`src/rtl/pattern_vg_ctrl_if.sv`:
```
`default_nettype none
// ------------------------------------------------------------------------------------------
// pattern_vg_ctrl_if: config-side / pattern-stage bundle for pattern_vg_ctrl.   Rev 1.0
// ------------------------------------------------------------------------------------------
interface pattern_vg_ctrl_if #(
    parameter int B               = 8,
    parameter int X_BITS          = 13,
    parameter int FRACTIONAL_BITS = 12
);
    logic                          vn_in;
    logic [X_BITS-1:0]             total_active_pix;
    logic [7:0]                    cfg_pattern;
    logic                          cfg_auto;
    logic [7:0]                    pattern;
    logic [B+FRACTIONAL_BITS-1:0]  ramp_step;
    logic                          busy;
    logic                          frame_start;

    modport master (
        output vn_in, total_active_pix, cfg_pattern, cfg_auto,
        input  pattern, ramp_step, busy, frame_start
    );

    modport slave (
        input  vn_in, total_active_pix, cfg_pattern, cfg_auto,
        output pattern, ramp_step, busy, frame_start
    );
endinterface
`default_nettype wire

```
`src/rtl/pattern_vg_ctrl.sv`:
```
`default_nettype none
// ------------------------------------------------------------------------------------------
// pattern_vg_ctrl: frame-synchronous ramp-step divider and pattern auto-cycler.   Rev 1.0
// ------------------------------------------------------------------------------------------
module pattern_vg_ctrl #(
    parameter int B                  = 8,
    parameter int X_BITS             = 13,
    parameter int FRACTIONAL_BITS    = 12,
    parameter int NUM_PATTERNS       = 5,
    parameter int FRAMES_PER_PATTERN = 120,
    parameter int VS_POL             = 1
) (
    input  wire logic          clk_in,
    input  wire logic          reset,
    pattern_vg_ctrl_if.slave   bus
);
    localparam int c_step_w = B + FRACTIONAL_BITS;
    localparam int c_cnt_w  = $clog2(c_step_w + 1);
    localparam int c_fcnt_w = $clog2(FRAMES_PER_PATTERN + 1);
    localparam int c_idx_w  = $clog2(NUM_PATTERNS + 1);

    localparam logic [c_cnt_w-1:0]  c_cnt_last  = c_cnt_w'(c_step_w);
    localparam logic [c_fcnt_w-1:0] c_fcnt_last = c_fcnt_w'(FRAMES_PER_PATTERN - 1);
    localparam logic [c_idx_w-1:0]  c_idx_last  = c_idx_w'(NUM_PATTERNS - 1);
    localparam logic                c_vs_act    = 1'(VS_POL);

    typedef enum logic [1:0] {
        ST_IDLE = 2'd0,
        ST_DIV  = 2'd1,
        ST_DONE = 2'd2
    } state_t;

    state_t                r_state;
    logic [X_BITS-1:0]     r_latched_pix;
    logic [X_BITS-1:0]     r_rem;
    logic [c_step_w:0]     r_num;
    logic [c_step_w:0]     r_quot;
    logic [c_cnt_w-1:0]    r_cnt;
    logic [c_step_w-1:0]   r_shadow;
    logic [c_step_w-1:0]   r_ramp_step;
    logic                  r_pending;
    logic                  r_vs_prev;
    logic                  r_frame_start;
    logic [7:0]            r_pattern;
    logic [c_fcnt_w-1:0]   r_frame_cnt;
    logic [c_idx_w-1:0]    r_idx;

    logic                  w_boundary;
    logic                  w_commit;
    logic [X_BITS:0]       w_trial;
    logic                  w_fits;
    logic [X_BITS-1:0]     w_diff;
    logic [c_idx_w-1:0]    w_idx_next;

    assign w_boundary = (bus.vn_in == c_vs_act) && (r_vs_prev != c_vs_act);
    assign w_commit   = w_boundary && r_pending && (r_state == ST_IDLE);

    // Restoring step: remainder stays below the divisor, so the low X_BITS of the difference suffice.
    assign w_trial    = {r_rem, r_num[c_step_w]};
    assign w_fits     = (w_trial >= {1'b0, r_latched_pix});
    assign w_diff     = w_trial[X_BITS-1:0] - r_latched_pix;
    assign w_idx_next = (r_idx == c_idx_last) ? '0 : r_idx + 1'b1;

    assign bus.pattern     = r_pattern;
    assign bus.ramp_step   = r_ramp_step;
    assign bus.frame_start = r_frame_start;
    assign bus.busy        = (r_state != ST_IDLE) || r_pending;

    always_ff @(posedge clk_in) begin
        if (!reset) begin
            r_state       <= ST_IDLE;
            r_latched_pix <= '0;
            r_rem         <= '0;
            r_num         <= '0;
            r_quot        <= '0;
            r_cnt         <= '0;
            r_shadow      <= '0;
            r_ramp_step   <= '0;
            r_pending     <= 1'b0;
            r_vs_prev     <= c_vs_act;
            r_frame_start <= 1'b0;
            r_pattern     <= '0;
            r_frame_cnt   <= '0;
            r_idx         <= '0;
        end else begin
            r_vs_prev     <= bus.vn_in;
            r_frame_start <= w_boundary;

            if (w_boundary) begin
                if (bus.cfg_auto) begin
                    if (r_frame_cnt == c_fcnt_last) begin
                        r_frame_cnt <= '0;
                        r_idx       <= w_idx_next;
                        r_pattern   <= 8'(w_idx_next);
                    end else begin
                        r_frame_cnt <= r_frame_cnt + 1'b1;
                        r_pattern   <= 8'(r_idx);
                    end
                end else begin
                    r_pattern <= bus.cfg_pattern;
                end
            end

            if (w_commit) begin
                r_ramp_step <= r_shadow;
                r_pending   <= 1'b0;
            end

            case (r_state)
                ST_IDLE: begin
                    if (bus.total_active_pix != r_latched_pix) begin
                        r_latched_pix <= bus.total_active_pix;
                        r_rem         <= '0;
                        r_num         <= {1'b1, {c_step_w{1'b0}}};
                        r_quot        <= '0;
                        r_cnt         <= '0;
                        r_state       <= ST_DIV;
                    end
                end
                ST_DIV: begin
                    r_rem  <= w_fits ? w_diff : w_trial[X_BITS-1:0];
                    r_quot <= {r_quot[c_step_w-1:0], w_fits};
                    r_num  <= r_num << 1;
                    if (r_cnt == c_cnt_last) begin
                        r_state <= ST_DONE;
                    end else begin
                        r_cnt <= r_cnt + 1'b1;
                    end
                end
                ST_DONE: begin
                    r_shadow  <= ((r_latched_pix == '0) || r_quot[c_step_w]) ? '1
                                                                              : r_quot[c_step_w-1:0];
                    r_pending <= 1'b1;
                    r_state   <= ST_IDLE;
                end
                default: r_state <= ST_IDLE;
            endcase
        end
    end
endmodule
`default_nettype wire

```
`src/flat_wrapper.sv`:
```
// flat-port wrapper written by rule: the top's interface ports become plain ports
module pattern_vg_ctrl_flat 
#(
    parameter int B                  = 8,
    parameter int X_BITS             = 13,
    parameter int FRACTIONAL_BITS    = 12,
    parameter int NUM_PATTERNS       = 5,
    parameter int FRAMES_PER_PATTERN = 120,
    parameter int VS_POL             = 1
)
  (clk_in, reset, bus_vn_in, bus_total_active_pix, bus_cfg_pattern, bus_cfg_auto, bus_pattern, bus_ramp_step, bus_busy, bus_frame_start);
  pattern_vg_ctrl_if #(.B(B), .X_BITS(X_BITS), .FRACTIONAL_BITS(FRACTIONAL_BITS)) bus_i ();
  input  wire logic clk_in;
  input  wire logic reset;
  input wire logic [$bits(bus_i.vn_in)-1:0] bus_vn_in;
  input wire logic [$bits(bus_i.total_active_pix)-1:0] bus_total_active_pix;
  input wire logic [$bits(bus_i.cfg_pattern)-1:0] bus_cfg_pattern;
  input wire logic [$bits(bus_i.cfg_auto)-1:0] bus_cfg_auto;
  output wire logic [$bits(bus_i.pattern)-1:0] bus_pattern;
  output wire logic [$bits(bus_i.ramp_step)-1:0] bus_ramp_step;
  output wire logic [$bits(bus_i.busy)-1:0] bus_busy;
  output wire logic [$bits(bus_i.frame_start)-1:0] bus_frame_start;
  assign bus_i.vn_in = bus_vn_in;
  assign bus_i.total_active_pix = bus_total_active_pix;
  assign bus_i.cfg_pattern = bus_cfg_pattern;
  assign bus_i.cfg_auto = bus_cfg_auto;
  assign bus_pattern = bus_i.pattern;
  assign bus_ramp_step = bus_i.ramp_step;
  assign bus_busy = bus_i.busy;
  assign bus_frame_start = bus_i.frame_start;
  pattern_vg_ctrl #(.B(B), .X_BITS(X_BITS), .FRACTIONAL_BITS(FRACTIONAL_BITS), .NUM_PATTERNS(NUM_PATTERNS), .FRAMES_PER_PATTERN(FRAMES_PER_PATTERN), .VS_POL(VS_POL)) u_core (.clk_in(clk_in), .reset(reset), .bus(bus_i));
endmodule
```
`config.mk`:
```
export PLATFORM = sky130hd
export DESIGN_NAME = pattern_vg_ctrl_flat
export DESIGN_NICKNAME = d
export VERILOG_FILES = /design/src/rtl/pattern_vg_ctrl_if.sv /design/src/rtl/pattern_vg_ctrl.sv /design/src/flat_wrapper.sv
export SDC_FILE = /design/constraint.sdc
export NUM_CORES = 1
export LEC_CHECK = 0
export ABC_AREA = 1
export CAP_MARGIN = 20
export CORE_UTILIZATION = 41
export CTS_CLUSTER_DIAMETER = 100
export DETAILED_ROUTE_END_ITERATION = 6
export PLACE_DENSITY = 0.66
export SLEW_MARGIN = 0
export SYNTH_ARGS = -nofsm -noshare
export SYNTH_HDL_FRONTEND = slang
export SYNTH_SLANG_ARGS = --single-unit
export TNS_END_PERCENT = 1
```
`constraint.sdc`:
```
create_clock -name clk_in -period 2.4 [get_ports clk_in]
set_clock_uncertainty 0.15 [all_clocks]
set_input_delay 0.6 -clock clk_in [delete_from_list [all_inputs] [get_ports clk_in]]
set_output_delay 0.6 -clock clk_in [all_outputs]
set_load 0.03 [all_outputs]
```
==> metrics <==
Clock Latency Late Sink 0.42 ns; placed cell count 1065; maximum VDD drop 0.000548 V; outcome finished clean; # setup viols final 0; crit share post-route 96.9%; area grow syn2layout 25.2%; cts repair resizes 0; Seq/Total Area, Yosys 39.6%; setup bufs post-CTS 0; Nets 948; MaxCap Viol Count 0; row count 43; Distinct cells, synth 36; commonest non-fill, non-tap cell in the layout nand2_1; Initial DRC Count 269; # port buffers 54; Worst setup SP type flop; antenna violations before repair 0; I/O pin count 55; FF+latch area 2320 µm²; Hold WS 0.311 ns; Syn Area/Cell 7.08 µm²; Inserted Diodes 0; CP Class reg -> out; Multi-input gate area 2840 µm²; full die area 14800 µm²; CTS tree done; Via density 4.83; Die X 122 µm; Final ANT Viol Nets 0; DR vias 5297; Setup crit end kind output pin; vias in the first global route 4878; layout cells sized above 1 12.8%; unrepaired setup endpoints after global routing no; first-pass GRT wire length 23.2 mm; Worst Hold Class reg -> reg; CTS max path bufs 2; Overflow after GRT 0; final core occ 52.7%; Mapped Cells 828; commonest cells after routing, fill and taps aside nand2_1, inv_1, dfxtp_1, nor2_1, nand3_1; setup TNS 0 ns; YS warnings 0; # clock sinks 116; Max Clk Rate 430 MHz; drt wl/cell 12.6 µm; Cell Pwr Density 1010 nW/µm²; final WL 13.9 mm; pin count of the biggest net entering global routing 28; die height 122 µm; slew margin rel. 65.4%; post-route insts no fill 1097; CTS root buf clkbuf_16; Pleak 0.00323 µW; DRT Pass-1 Iters 4; count of final hold-check violations 0; Post-route DRC 0; synthesized area 5870 µm²; total CTS buffers 17; Post-DP HPWL 9.87 mm; fill count 1363; Slew @ Worst Pin 0.518 ns; H-tree levels 4; CP arrival 1.57 ns; Yosys reg bits 116; Initial Utilization 42.1%; syn_nets 872; Crit Path Max Fanout 2; clock slew at the register clock pins of the worst setup and hold paths 0.06 ns; Final Critical Period 2.32 ns; CP required 1.65 ns; CTS Hold Buffers Added 0; Slew Viols, Final 0; GRT Resource Usage Total 20.0%; core area 13900 µm²; placer congestion estimate 0.872
where the power goes:
part	internal, µW	switching [µW]
clock	1600	955
sequential	2050	106
combinational	1090	1650
registers in the layout, summed over array words and instances (netlist names):
name                    cells
u_core.r_quot              21
u_core.bus.ramp_step       20
u_core.r_shadow            20
u_core.r_latched_pix       13
u_core.r_rem               13
u_core.bus.pattern          8
u_core.r_frame_cnt          7
u_core.r_cnt                5
u_core.r_idx                3
u_core.r_state              2
u_core.bus.frame_start      1
u_core.r_num                1
u_core.r_pending            1
u_core.r_vs_prev            1
metrics by stage:
step                cell area (µm²)  setup WS (ns)  total power [µW]
detailed placement             6750         0.0643              4890
floorplan                      5870          0.299              4210
finish                         7350         0.0754              7450
CTS                            7350         0.0494              7470
global placement               6750         0.0808              4870
global route                   7350         0.0220              7940
path summary, 6_finish.rpt:
kind | start | cells after the start | slack, ns | end
min | u_core.r_shadow[16] | 2 | 0.31 | u_core.bus.ramp_step[16]
max reg2reg | u_core.r_latched_pix[0] | 12 | 0.20 | u_core.r_rem[0]
min reg2reg | u_core.r_shadow[16] | 2 | 0.31 | u_core.bus.ramp_step[16]
max | u_core.r_state[0] | 3 | 0.08 | bus_busy
cells by family (layout without fill, tap and decap cells):
kind of cell | count (synthesis) | in the layout | share of synthesized area [%]
adders and majority gates | 19 | 19 | 4.18
xor gates and xnor gates | 10 | 10 | 1.49
DFF | 116 | 116 | 39.6
and+or+nand+nor | 367 | 367 | 27.4
buffers and inverters | 173 | 262 | 12.0
AOI/OAI and AO/OA | 143 | 143 | 15.3
Yosys cell counts (all sizes together):
library cell	instances	area share, %
nor4	3	0.32
clkinv	2	0.13
a211oi	1	0.13
fa	1	0.34
o21a	1	0.13
o21ai	58	4.9
nand4	19	2.0
a21oi	62	5.7
o21bai	1	0.13
inv	141	9.0
dfxtp	116	40
nor3	5	0.62
clkbuf	7	0.45
nand2	177	12
or2	1	0.11
xor2	4	0.60
and3	2	0.21
nor2	94	6.4
nand3	65	5.8
xnor2	6	0.90
and2	1	0.11
ha	18	3.8
o22ai	20	4.3
buf	23	2.4
critical path, stage by stage (launching register included):
cell and delay (ns):
dfxtp_1 0.37, nor2_4 0.05, nand2_1 0.06, clkdlybuf4s50_1 0.68
final cells by class:
class	count	area share, %
clock buffer	19	6.17
multi-input combinational	539	38.6
clock inverter	13	1.98
inverter	143	7.31
timing repair buffer	87	11.2
sequential	116	31.6
tap	180	3.07
metal layers:
layer,global-route usage [%],wire length [µm],vias up
met5,0,0,-
li1,-,-,2791
met4,7.25,130,0
met1,26.5,6980,2407
met2,31.6,6250,87
met3,4.68,511,12
Power figures use the tool's default switching activity.
